## src/rtl/gmac_init_pkg.sv

```systemverilog
// Shared constants and types for the MAC power-up configurator.
package gmac_init_pkg;

  // MAC register word addresses
  localparam logic [7:0] CMD_CONFIG    = 8'h02;
  localparam logic [7:0] MAC_0         = 8'h03;
  localparam logic [7:0] MAC_1         = 8'h04;
  localparam logic [7:0] FRM_LENGTH    = 8'h05;
  localparam logic [7:0] TX_IPG_LENGTH = 8'h17;

  // command_config bit that self-clears when the MAC soft reset finishes
  localparam int unsigned SW_RESET_BIT = 13;

  typedef enum logic [2:0] {
    StWait,
    StStep,
    StAcc,
    StNext,
    StDone
  } state_e;

  typedef enum logic {
    OpWr,
    OpRd
  } op_e;

  typedef struct packed {
    op_e         op;
    logic [7:0]  addr;
    logic [31:0] data;
  } step_t;

  function automatic step_t mk_step(op_e op, logic [7:0] addr, logic [31:0] data);
    step_t s;
    s.op   = op;
    s.addr = addr;
    s.data = data;
    return s;
  endfunction

endpackage

```

## src/rtl/gmac_init_if.sv

```systemverilog
// Avalon-MM style control-port bundle between the configurator and the MAC.
interface gmac_init_if;
  logic [7:0]  o_addr;
  logic        o_wr;
  logic        o_rd;
  logic [31:0] o_wr_data;
  logic [31:0] i_rd_data;
  logic        i_wtrq;

  modport master (
    output o_addr,
    output o_wr,
    output o_rd,
    output o_wr_data,
    input  i_rd_data,
    input  i_wtrq
  );

  modport slave (
    input  o_addr,
    input  o_wr,
    input  o_rd,
    input  o_wr_data,
    output i_rd_data,
    output i_wtrq
  );
endinterface

```

## src/rtl/gmac_init.sv

```systemverilog
// Power-up configurator: after reset, waits START_DLY cycles, then runs a fixed
// write/read sequence on the MAC control port and raises o_done.
module gmac_init
  import gmac_init_pkg::*;
#(
  parameter int unsigned START_DLY = 1000,
  parameter logic [47:0] MAC_ADDR  = 48'h00_1C_23_17_4A_CB,
  parameter logic [31:0] FRM_LEN   = 32'd1518,
  parameter logic [31:0] TX_IPG    = 32'd12,
  parameter logic [31:0] CMD_CFG   = 32'h0000_001B,
  parameter int unsigned POLL_MAX  = 1023
) (
  input  logic             clk,
  input  logic             rst_n,
  gmac_init_if.master      bus,
  output logic             o_done,
  output logic             o_err
);

  localparam int unsigned      CNT_W     = (START_DLY > 1) ? $clog2(START_DLY) : 1;
  localparam int unsigned      POLL_W    = (POLL_MAX > 1) ? $clog2(POLL_MAX) : 1;
  localparam logic [CNT_W-1:0] CNT_LAST  = CNT_W'(START_DLY - 1);
  localparam logic [POLL_W-1:0] POLL_LAST = POLL_W'(POLL_MAX - 1);
  localparam logic [2:0]       STEP_POLL = 3'd1;
  localparam logic [2:0]       STEP_LAST = 3'd7;

  state_e              r_state, w_state;
  logic [CNT_W-1:0]    r_cnt, w_cnt;
  logic [2:0]          r_step, w_step;
  logic [POLL_W-1:0]   r_poll, w_poll;
  logic                r_wr, w_wr;
  logic                r_rd, w_rd;
  logic [7:0]          r_addr, w_addr;
  logic [31:0]         r_wr_data, w_wr_data;
  logic                r_done, w_done;
  logic                r_err, w_err;
  step_t               w_tbl;

  // Step table: operation, address and write data for the current step index
  always_comb begin
    unique case (r_step)
      3'd0: w_tbl = mk_step(OpWr, CMD_CONFIG, 32'(1) << SW_RESET_BIT);
      3'd1: w_tbl = mk_step(OpRd, CMD_CONFIG, 32'h0);
      3'd2: w_tbl = mk_step(OpWr, MAC_0,
                            {MAC_ADDR[23:16], MAC_ADDR[31:24], MAC_ADDR[39:32], MAC_ADDR[47:40]});
      3'd3: w_tbl = mk_step(OpWr, MAC_1, {16'h0, MAC_ADDR[7:0], MAC_ADDR[15:8]});
      3'd4: w_tbl = mk_step(OpWr, FRM_LENGTH, FRM_LEN);
      3'd5: w_tbl = mk_step(OpWr, TX_IPG_LENGTH, TX_IPG);
      3'd6: w_tbl = mk_step(OpWr, CMD_CONFIG, CMD_CFG);
      3'd7: w_tbl = mk_step(OpRd, CMD_CONFIG, 32'h0);
      default: w_tbl = mk_step(OpRd, CMD_CONFIG, 32'h0);
    endcase
  end

  // Next-state and registered-output logic for the sequencer
  always_comb begin
    w_state   = r_state;
    w_cnt     = r_cnt;
    w_step    = r_step;
    w_poll    = r_poll;
    w_wr      = r_wr;
    w_rd      = r_rd;
    w_addr    = r_addr;
    w_wr_data = r_wr_data;
    w_done    = r_done;
    w_err     = r_err;

    unique case (r_state)
      StWait: begin
        if (r_cnt == CNT_LAST) begin
          w_state = StStep;
        end else begin
          w_cnt = r_cnt + 1'b1;
        end
      end
      StStep: begin
        w_wr      = (w_tbl.op == OpWr);
        w_rd      = (w_tbl.op == OpRd);
        w_addr    = w_tbl.addr;
        w_wr_data = (w_tbl.op == OpWr) ? w_tbl.data : 32'h0;
        w_state   = StAcc;
      end
      StAcc: begin
        // Outputs are held untouched while the slave stalls
        if (!bus.i_wtrq) begin
          w_wr    = 1'b0;
          w_rd    = 1'b0;
          w_state = StNext;
          if (r_step == STEP_POLL && bus.i_rd_data[SW_RESET_BIT]) begin
            // Soft reset still pending: re-read unless the poll budget is spent
            if (r_poll == POLL_LAST) begin
              w_err  = 1'b1;
              w_step = r_step + 3'd1;
            end else begin
              w_poll = r_poll + 1'b1;
            end
          end else if (r_step == STEP_LAST) begin
            w_state = StDone;
          end else begin
            w_step = r_step + 3'd1;
          end
        end
      end
      StNext: begin
        w_state = StStep;
      end
      StDone: begin
        w_done = 1'b1;
      end
      default: begin
        w_state = StWait;
      end
    endcase
  end

  // State and output registers, cleared asynchronously by rst_n
  always_ff @(posedge clk or negedge rst_n) begin
    if (!rst_n) begin
      r_state   <= StWait;
      r_cnt     <= '0;
      r_step    <= '0;
      r_poll    <= '0;
      r_wr      <= 1'b0;
      r_rd      <= 1'b0;
      r_addr    <= '0;
      r_wr_data <= '0;
      r_done    <= 1'b0;
      r_err     <= 1'b0;
    end else begin
      r_state   <= w_state;
      r_cnt     <= w_cnt;
      r_step    <= w_step;
      r_poll    <= w_poll;
      r_wr      <= w_wr;
      r_rd      <= w_rd;
      r_addr    <= w_addr;
      r_wr_data <= w_wr_data;
      r_done    <= w_done;
      r_err     <= w_err;
    end
  end

  assign bus.o_addr    = r_addr;
  assign bus.o_wr      = r_wr;
  assign bus.o_rd      = r_rd;
  assign bus.o_wr_data = r_wr_data;
  assign o_done        = r_done;
  assign o_err         = r_err;

endmodule

```

## src/flat_wrapper.sv

```systemverilog
// flat-port wrapper written by rule: the top's interface ports become plain ports
module gmac_init_flat import gmac_init_pkg::*;
#(
  parameter int unsigned START_DLY = 1000,
  parameter logic [47:0] MAC_ADDR  = 48'h00_1C_23_17_4A_CB,
  parameter logic [31:0] FRM_LEN   = 32'd1518,
  parameter logic [31:0] TX_IPG    = 32'd12,
  parameter logic [31:0] CMD_CFG   = 32'h0000_001B,
  parameter int unsigned POLL_MAX  = 1023
)
  (clk, rst_n, o_done, o_err, bus_o_addr, bus_o_wr, bus_o_rd, bus_o_wr_data, bus_i_rd_data, bus_i_wtrq);
  gmac_init_if bus_i ();
  input  logic clk;
  input  logic rst_n;
  output logic o_done;
  output logic o_err;
  output wire logic [$bits(bus_i.o_addr)-1:0] bus_o_addr;
  output wire logic [$bits(bus_i.o_wr)-1:0] bus_o_wr;
  output wire logic [$bits(bus_i.o_rd)-1:0] bus_o_rd;
  output wire logic [$bits(bus_i.o_wr_data)-1:0] bus_o_wr_data;
  input wire logic [$bits(bus_i.i_rd_data)-1:0] bus_i_rd_data;
  input wire logic [$bits(bus_i.i_wtrq)-1:0] bus_i_wtrq;
  assign bus_o_addr = bus_i.o_addr;
  assign bus_o_wr = bus_i.o_wr;
  assign bus_o_rd = bus_i.o_rd;
  assign bus_o_wr_data = bus_i.o_wr_data;
  assign bus_i.i_rd_data = bus_i_rd_data;
  assign bus_i.i_wtrq = bus_i_wtrq;
  gmac_init #(.START_DLY(START_DLY), .MAC_ADDR(MAC_ADDR), .FRM_LEN(FRM_LEN), .TX_IPG(TX_IPG), .CMD_CFG(CMD_CFG), .POLL_MAX(POLL_MAX)) u_core (.clk(clk), .rst_n(rst_n), .bus(bus_i), .o_done(o_done), .o_err(o_err));
endmodule
```

## config.mk

```make
export PLATFORM = sky130hd
export DESIGN_NAME = gmac_init_flat
export DESIGN_NICKNAME = d
export VERILOG_FILES = /design/src/rtl/gmac_init_pkg.sv /design/src/rtl/gmac_init_if.sv /design/src/rtl/gmac_init.sv /design/src/flat_wrapper.sv
export SDC_FILE = /design/constraint.sdc
export NUM_CORES = 1
export LEC_CHECK = 0
export CAP_MARGIN = 20
export CORE_UTILIZATION = 41
export DETAILED_ROUTE_END_ITERATION = 12
export HOLD_SLACK_MARGIN = 0.1
export PLACE_DENSITY_LB_ADDON = 0.2
export SETUP_SLACK_MARGIN = 0.2
export SLEW_MARGIN = 20
export SYNTH_ARGS = -nofsm -noshare
export SYNTH_HDL_FRONTEND = slang
export SYNTH_SLANG_ARGS = --single-unit
export TNS_END_PERCENT = 100
```

## constraint.sdc

```tcl
create_clock -name clk -period 2.1 [get_ports clk]
set_clock_uncertainty 0.2 [all_clocks]
set_input_delay 0.21 -clock clk [delete_from_list [all_inputs] [get_ports clk]]
set_output_delay 0.21 -clock clk [all_outputs]
set_load 0.01 [all_outputs]
```

# Word level (Yosys, flattened, before mapping)
# Memory sizes are Yosys's and may differ from the RTL's.
# Index checks and enable logic that the tools add are counted.
# word_totals
ff_bits	70
rom_bits	224
input_bits	35
output_inout_bits	44
elab_cells	52
n_memories	1
# memory_table
name	words	word_bits	read_ports	rd_ports_with_merged_regs	write_ports	line	rtl
(name not given)	8	28	1	0	0	gmac_init.sv:41	unique case (r_step)
# op_classes
add_sub_neg	3
n_eq_ne	12
n_mux	12
bitwise	5
reduce_logical	9
# op_table
operator	count
2-to-1 mux 32 bit	1
2-to-1 mux 3 bit	7
adder 10 x 1 -> 10 bit (second input constant)	2
== test 10 bit (second input constant)	2
case mux 3 bit (5 select lines)	1
AND reduction 4 bit	3
== test 3 x 1 -> 1 bit (second input constant)	2
== test 3 x 2 -> 1 bit (second input constant)	2
== test 3 bit (second input constant)	2
inverter 1 bit	5
!= test 2 x 1 -> 1 bit (second input constant)	2
!= test 2 bit (second input constant)	2
case mux 1 bit (2 select lines)	2
AND reduction 2 bit	2
adder 3 x 1 -> 3 bit (second input constant)	1
logical NOT 3 bit	1
AND reduction 3 bit	1
nonzero test 2 bit	1
logical AND 1 bit	1
2-to-1 mux 1 bit	1

# Longest topological paths before layout
# Gate-level depths: netlist of the first run.
# depth
depth_word	5
depth_mapped	7
ltp_nobuf	6

# Worst setup path after synthesis of the first run
# Ideal clock, no wire load.
# synth_path
path_kind	register -> register
from	register u_core.r_step[1]
to	register u_core.r_step[1]
setup_time_ns	0.125
arrival_time_ns	1.652
setup_slack_ns	0.123
path_stages_with_launch	7
n_path_buf	0
synth_period_minus_slack_ns	1.977
path_cell_list	dfrtp_1 > inv_1 > ha_1 > and3b_1 > nor2_1 > o21ai_0 > mux2_2
# synth_between
elab_chain_cells	4
# synth_lines
element	line	rtl
start: declaration	gmac_init.sv:29	logic [2:0] r_step, w_step;
start signal: assignment	gmac_init.sv:132	r_step <= w_step;
parallel branches: the longest is 4 deep, another holds adder 3 x 1 -> 3 bit	-	
# Several ways; the timed one is not identified. The select of a mux whose other input is x is not followed.
# A chain may end at the register's enable or synchronous reset.

# Worst setup path in the final report of the first run
# layout_path
from	register u_core.r_step[0]
to	register u_core.r_poll[9]
# layout_between
elab_chain_cells	3
# layout_lines
element	line	rtl
== test 3 x 1 -> 1 bit	gmac_init.sv:89	if (r_step == STEP_POLL && bus.i_rd_data[SW_RESET_BIT]) begin
logical AND 1 bit	gmac_init.sv:89	
AND reduction 4 bit (no source line)	-	
end signal: assignment	gmac_init.sv:133	r_poll <= w_poll;
end: declaration	gmac_init.sv:30	logic [POLL_W-1:0] r_poll, w_poll;
# No other way between the ends.

==> results of run 1 <==
[per-stage QoR]
stage	setup slack [ns]	std cells	instance area, sq um
floorplan	0.215	238	2410
global placement	0.0409	331	2750
detailed placement	-0.0212	331	2750
CTS	0.207	341	2870
global route	0.118	349	2960
finish	0.269	349	2960
[cells by family (layout without fill, tap and decap cells)]
family,count (synthesis),in the layout
and+or+nand+nor,80,80
xor gates and xnor gates,19,19
buffers and inverters,39,78
other,1,13
DFF,45,45
AOI/OAI and AO/OA,27,27
adders and majority gates,10,10
muxes,5,5
[power by group through the flow]
stage	Combinational [uW]	Clock [uW]	Sequential, uW
finish	39.3	508	866
global route	46.1	571	866
CTS	40.9	535	866
detailed placement	39.6	0	883
global placement	39.2	0	883
floorplan	28.5	0	883
[what timing repair did]
action                                 in CTS  in global routing
gates resized for setup                     3                  9
endpoints found under the hold margin      45                  0
buffers inserted                            1                  8
setup endpoints to repair                   7                 15
hold buffers                                1                  0
pin swaps                                   1                  4
[worst paths after layout]
| path | start | endpoint | slack [ns] | cells after the start |
|---|---|---|---|---|
| max | u_core.r_step[0] | u_core.r_poll[9] | 0.27 | 6 |
| min | rst_n | u_core.r_state[2] | 0.14 | 2 |
| max reg2reg | u_core.r_step[0] | u_core.r_poll[9] | 0.27 | 6 |
| min reg2reg | u_core.o_done | u_core.o_done | 0.27 | 1 |
| max in group asynchronous | rst_n | u_core.r_state[0] | 1.02 | 3 |
| min in group clk | u_core.o_done | u_core.o_done | 0.27 | 1 |
[state kept, by name, summed over array words and instances, names as in the netlist, 3 cells and up]
name	flops
u_core.r_step	3
u_core.r_cnt	10
u_core.bus.o_addr	4
u_core.r_poll	10
u_core.r_state	3
u_core.bus.o_wr_data	11
[cell usage after synthesis, types with 3 or more instances]
master / instances
xor2_1: 10
clkbuf_1: 3
buf_4: 26
inv_1: 8
nand2_1: 26
dfrtp_1: 45
xnor2_1: 9
nor3_1: 3
nand4_1: 5
nor3_2: 4
nand2b_1: 4
o21a_1: 3
nand3_1: 11
ha_1: 10
mux2_2: 3
nor2_1: 11
o21ai_0: 12
[layout make-up]
class	instances	area, sq um
Clock buffer	6	72.6
Clock inverter	2	10.0
Fill cell	527	2580
Inverter	8	30.0
Multi-Input combinational cell	154	1080
Sequential cell	45	1130
Tap cell	72	90.1
Timing Repair Buffer	62	556
[routing by layer]
layer / vias to the layer above / wire [microns] / part of all wire, % / track usage [%]
li1: 824 / - / - / -
met1: 761 / 2050 / 50 / 20.7
met2: 31 / 1840 / 45 / 22.9
met3: 7 / 138 / 3.4 / 2.59
met4: 0 / 86 / 2.1 / 7.41
met5: - / 0 / 0 / 0
==> summary.txt, run 1 <==
Post-Synthesis Cells - 226
Initial DRT Pass Iterations - 4
Synth Cell Area - 2370 sq um
largest family of logic cells by synthesized area - simple AND/OR/NAND/NOR gates
post-synthesis sequential area ratio - 47.6%
Synth area leaders - dfrtp_1, buf_4, ha_1
Via density - 4.65
share of cells above drive strength 1 - 20.9%
Reg clk slew, reported paths - 0.08 ns
xor/xnor cell area share of the yosys netlist - 7.03%
Compound-Gate Fraction of Synth Area - 7.98%
power share of the clock group - 36.0%
Worst path top cell family by delay - flip-flops
clock root buffer - clkbuf_8
Worst path max stage delay - 0.47 ns
wirelength, routed - 4120 microns
multiplexer area fraction after synthesis - 2.27%
Tot Pwr - 1410 uW
RSZ-0062 raised after global routing - true
Die Footprint - 6080 sq um
clk sinks - 45
CP Data Required Time - 2.12 ns
GRT Resource Usage Total - 15.1%
Async S/R FF share, synth - 100%
Tightest Hold Check Type - primary input to asynchronous set/reset pin
DRT antenna net count - 0
core area - 5540 sq um
TritonCTS clock tree - built
max-slew violations - 0
commonest non-fill, non-tap cell in the layout - dfrtp_1
most frequent cells in the layout - dfrtp_1, clkdlybuf4s50_1, nand2_1
H-tree depth - 2
area grow syn2layout - 25.2%
Die X-Extent - 78.0 microns
clk buf depth - 2
Hold Fails Final Rpt - 0
placer congestion estimate - 0.729
total CTS buffers - 5
die height - 78.0 microns
Inserted Diodes - 0
Sw Share - 21.8%
Crit Path Max Fanout - 6
FF+latch count, synth - 45
IO Pins - 79
Pint - 1110 uW
critical path class - flip-flop to flip-flop
antenna violations before repair - 0
Critical-path top delay cell - dfrtp_1
GR Overflow Total - 0
# DRC - 0
status - completed
initial DRC count - 50
fin nets - 321
Hold WS - 0.142 ns
Max Fclk - 0.546 GHz
Switching Power - 307 uW
Worst-Skew Late Latency - 0.29 ns
post-synth cell types - 42
sequential power share - 61.3%
overall via count from detail_route - 1623
setup tns final - 0 ns
Cell Pwr Density - 477 nW/um^2
adder-cell share of the synthesized area - 5.29%
Critical Path End Type - flip-flop
fin crit share - 87.2%
Post-DP HPWL - 3040 microns
Mean Syn Cell Area - 10.5 sq um
cell taking the most area after synthesis - dfrtp_1
Wirelength per Cell - 11.8 microns
final core utilization - 53.5%
vias in the first global route - 1543
largest net degree at the start of global routing - 22
top cell type's share of synthesized area - 47.6%
min Tclk post-route - 1.83 ns
Max Cap Viol - 0
Critical Path AT - 1.85 ns
IO buf count - 34
Ys Warns - 0
CP startpoint kind - flip-flop
# rows - 27
VDD IR-drop max - 0.241 mV
simple-gate area share of the yosys netlist - 19.0%
LEAKAGE - 0.00134 uW
Crit path buffers/inverters - 1
Comb pwr share - 2.8%
Synth Flop Type - dfrtp_1
Post-synth EDFFs - 0
Initial Util - 42.7%
CP Cell Sequence - ha_1 > and3b_2 > o311ai_4 > buf_4 > nor3_2 > xor2_1
global-route wire length before repair - 7120 microns
Final Setup Violations - 0
(Power assumes the default switching activity.)
==> run 2: changes to the inputs <==
--- a/config.mk
+++ b/config.mk
@@ -10,6 +10,7 @@
 export DETAILED_ROUTE_END_ITERATION = 12
 export HOLD_SLACK_MARGIN = 0.1
 export PLACE_DENSITY_LB_ADDON = 0.2
+export REMOVE_ABC_BUFFERS = 1
 export SETUP_SLACK_MARGIN = 0.2
 export SLEW_MARGIN = 20
 export SYNTH_ARGS = -nofsm -noshare
==> summary.txt, run 2 (synthesized netlist as in run 1, its figures left out) <==
Cell Pwr Density - 482 nW/um^2 (+1.1%)
Inserted Diodes - 0 (unchanged)
worst slew pin tran - 0.525 ns
# rows - 27 (unchanged)
Post-DP HPWL - 2930 microns (-3.7%)
Die X-Extent - 78.0 microns (unchanged)
overall via count from detail_route - 1617 (-0.37%)
global-route wire length before repair - 7330 microns (+3.0%)
vias in the first global route - 1583 (+2.6%)
core area - 5540 sq um (unchanged)
Initial DRT Pass Iterations - 4 (unchanged)
R2R cell count - 7 (+1)
Critical Path AT - 1.88 ns (+0.03 ns)
VDD IR-drop max - 0.298 mV (+24%)
die height - 78.0 microns (unchanged)
total CTS buffers - 5 (unchanged)
Worst path top cell family by delay - compound AO/OA/AOI/OAI gates
Initial Util - 42.7% (unchanged)
Worst-Skew Late Latency - 0.29 ns (about the same)
Fill cells - 503 (-4.6%)
worst slack, placed - 0.120 ns (+0.142 ns)
CP Cell Sequence - inv_2 > ha_4 > nand4_1 > o311ai_4 > buf_6 > nor3_2 > xor2_1
initial DRC count - 66 (+32%)
critical path depth in cells - 7 (+1)
IO Pins - 79 (unchanged)
Crit path buffers/inverters - 2 (+1)
fin nets - 312 (-2.8%)
CP startpoint kind - flip-flop
FF+latch area - 1130 sq um (+0.22%)
clk sinks - 45 (unchanged)
area grow syn2layout - 23.6%
min Tclk post-route - 1.91 ns (+0.0758 ns)
DRT antenna net count - 0 (unchanged)
setup tns final - 0 ns (unchanged)
R2R Path Start - u_core.r_poll[0]
fin crit share - 90.8% (+3.6 points)
Hold Fails Final Rpt - 0 (unchanged)
Tightest Hold Check Type - primary input to asynchronous set/reset pin
Wirelength per Cell - 12.2 microns (+3.4%)
critical path class - flip-flop to flip-flop
LEAKAGE - 0.00129 uW (-3.6%)
RSZ-0062 raised after global routing - true
Critical Path End Type - flip-flop
R2R setup slack - 0.19 ns (-0.08 ns)
wirelength, routed - 4150 microns (+0.75%)
Reg clk slew, reported paths - 0.08 ns (about the same)
reg-to-reg critical path endpoint - u_core.r_poll[9]
max-slew violations - 0 (unchanged)
IO buf count - 34 (unchanged)
Max Cap Viol - 0 (unchanged)
clock root buffer - clkbuf_8
status - completed
GR Overflow Total - 0 (unchanged)
clk buf depth - 2 (unchanged)
# DRC - 0 (unchanged)
Die Footprint - 6080 sq um (unchanged)
TritonCTS clock tree - built
most frequent cells in the layout - dfrtp_1, clkdlybuf4s50_1, nand2_1
placer congestion estimate - 0.714 (-2.2%)
max reg flops - 11 (unchanged)
Critical-path top delay cell - o311ai_4
GRT Resource Usage Total - 15.5% (+0.41 points)
Worst path max stage delay - 0.43 ns (-0.04 ns)
largest net degree at the start of global routing - 24 (+9.1%)
Final WS setup - 0.193 ns (-0.0758 ns)
area of the multi-input gates - 1090 sq um (+1.6%)
Crit Path Max Fanout - 6 (unchanged)
Final Setup Violations - 0 (unchanged)
Max Fclk - 0.524 GHz (-4.0%)
Via density - 4.76 (+2.3%)
commonest non-fill, non-tap cell in the layout - dfrtp_1
Rel. slew slack - 65.0%
antenna violations before repair - 0 (unchanged)
H-tree depth - 2 (unchanged)
CP Data Required Time - 2.07 ns (-0.05 ns)
share of cells above drive strength 1 - 19.8% (-1.2 points)
-- run 2: cell types whose count changed in the layout (fill, tap and decap cells not counted), moves of 2 or more --
cell / delta
clkinv_2: -2
buf_4: -10
nor2_1: -2
clkbuf_1: +2
dfrtp_1: -2
nor2_2: +2
dfrtp_2: +2
-- run 2: worst max path at each step --
stage | from | endpoint | slack (ns)
CTS | u_core.r_poll[0] | u_core.r_poll[2] | 0.20
global route | u_core.r_poll[0] | u_core.r_poll[9] | 0.14
global placement | bus_i_rd_data[13] | u_core.r_step[1] | 0.15
finish | u_core.r_poll[0] | u_core.r_poll[9] | 0.19
detailed placement | bus_i_rd_data[13] | u_core.r_step[1] | 0.12
floorplan | u_core.r_poll[0] | u_core.r_poll[6] | 0.1
-- run 2: routing by layer --
metal	global-route usage, %	vias to the layer above	wire length [microns]
li1	-	806	-
met2	26.0	35	1940
met5	0	-	0
met1	19.7	772	2030
met4	5.56	0	53
met3	3.18	4	127
-- run 2: power breakdown --
group          internal (uW)  leakage, uW  switching [uW]
sequential               866     0.000586               0
combinational           9.14     0.000667            29.8
clock                    237    0.0000395             269
total                   1110      0.00129             299
-- run 2: what timing repair did --
| action | 4_1_cts | 5_1_grt |
|---|---|---|
| endpoints found under the setup margin | 3 | 17 |
| resized for setup | 2 | 18 |
| hold buffers | 1 | 0 |
| hold endpoints to repair | 45 | 0 |
| setup buffers | 0 | 8 |
| pin swaps | 0 | 8 |
-- run 2: per-stage QoR --
stage | power, uW | cell area (sq um) | utilization (%) | hold WS (ns) | instances
floorplan | 894 | 2190 | - | -0.286 | 207
global placement | 922 | 2700 | 48.8 | 0.0225 | 323
detailed placement | 922 | 2700 | 48.8 | 0.0183 | 323
CTS | 1430 | 2790 | 50.4 | 0.247 | 332
global route | 1480 | 2930 | 52.8 | 0.285 | 340
finish | 1410 | 2930 | 52.8 | 0.228 | 340
-- run 2: final cells by class --
| class | instances | area share, % |
|---|---|---|
| Multi-Input combinational cell | 154 | 37.4 |
| Timing Repair Buffer | 53 | 17.1 |
| Clock buffer | 8 | 2.74 |
| Sequential cell | 45 | 38.7 |
| Tap cell | 72 | 3.08 |
| Inverter | 8 | 1.03 |
-- run 2: worst register-to-register path: stages, from the launching register on --
cell	delay [ns]
dfrtp_2	0.42
inv_2	0.07
ha_4	0.11
nand4_1	0.17
o311ai_4	0.44
buf_6	0.19
nor3_2	0.04
xor2_1	0.16
==> run 3: changes to the inputs <==
--- a/config.mk
+++ b/config.mk
@@ -5,7 +5,7 @@
 export SDC_FILE = /design/constraint.sdc
 export NUM_CORES = 1
 export LEC_CHECK = 0
-export CAP_MARGIN = 20
+export CAP_MARGIN = 25
 export CORE_UTILIZATION = 41
 export DETAILED_ROUTE_END_ITERATION = 12
 export HOLD_SLACK_MARGIN = 0.1
==> results of run 3 <==
No change in the layout: final DEF, timing and power equal those of run 2.
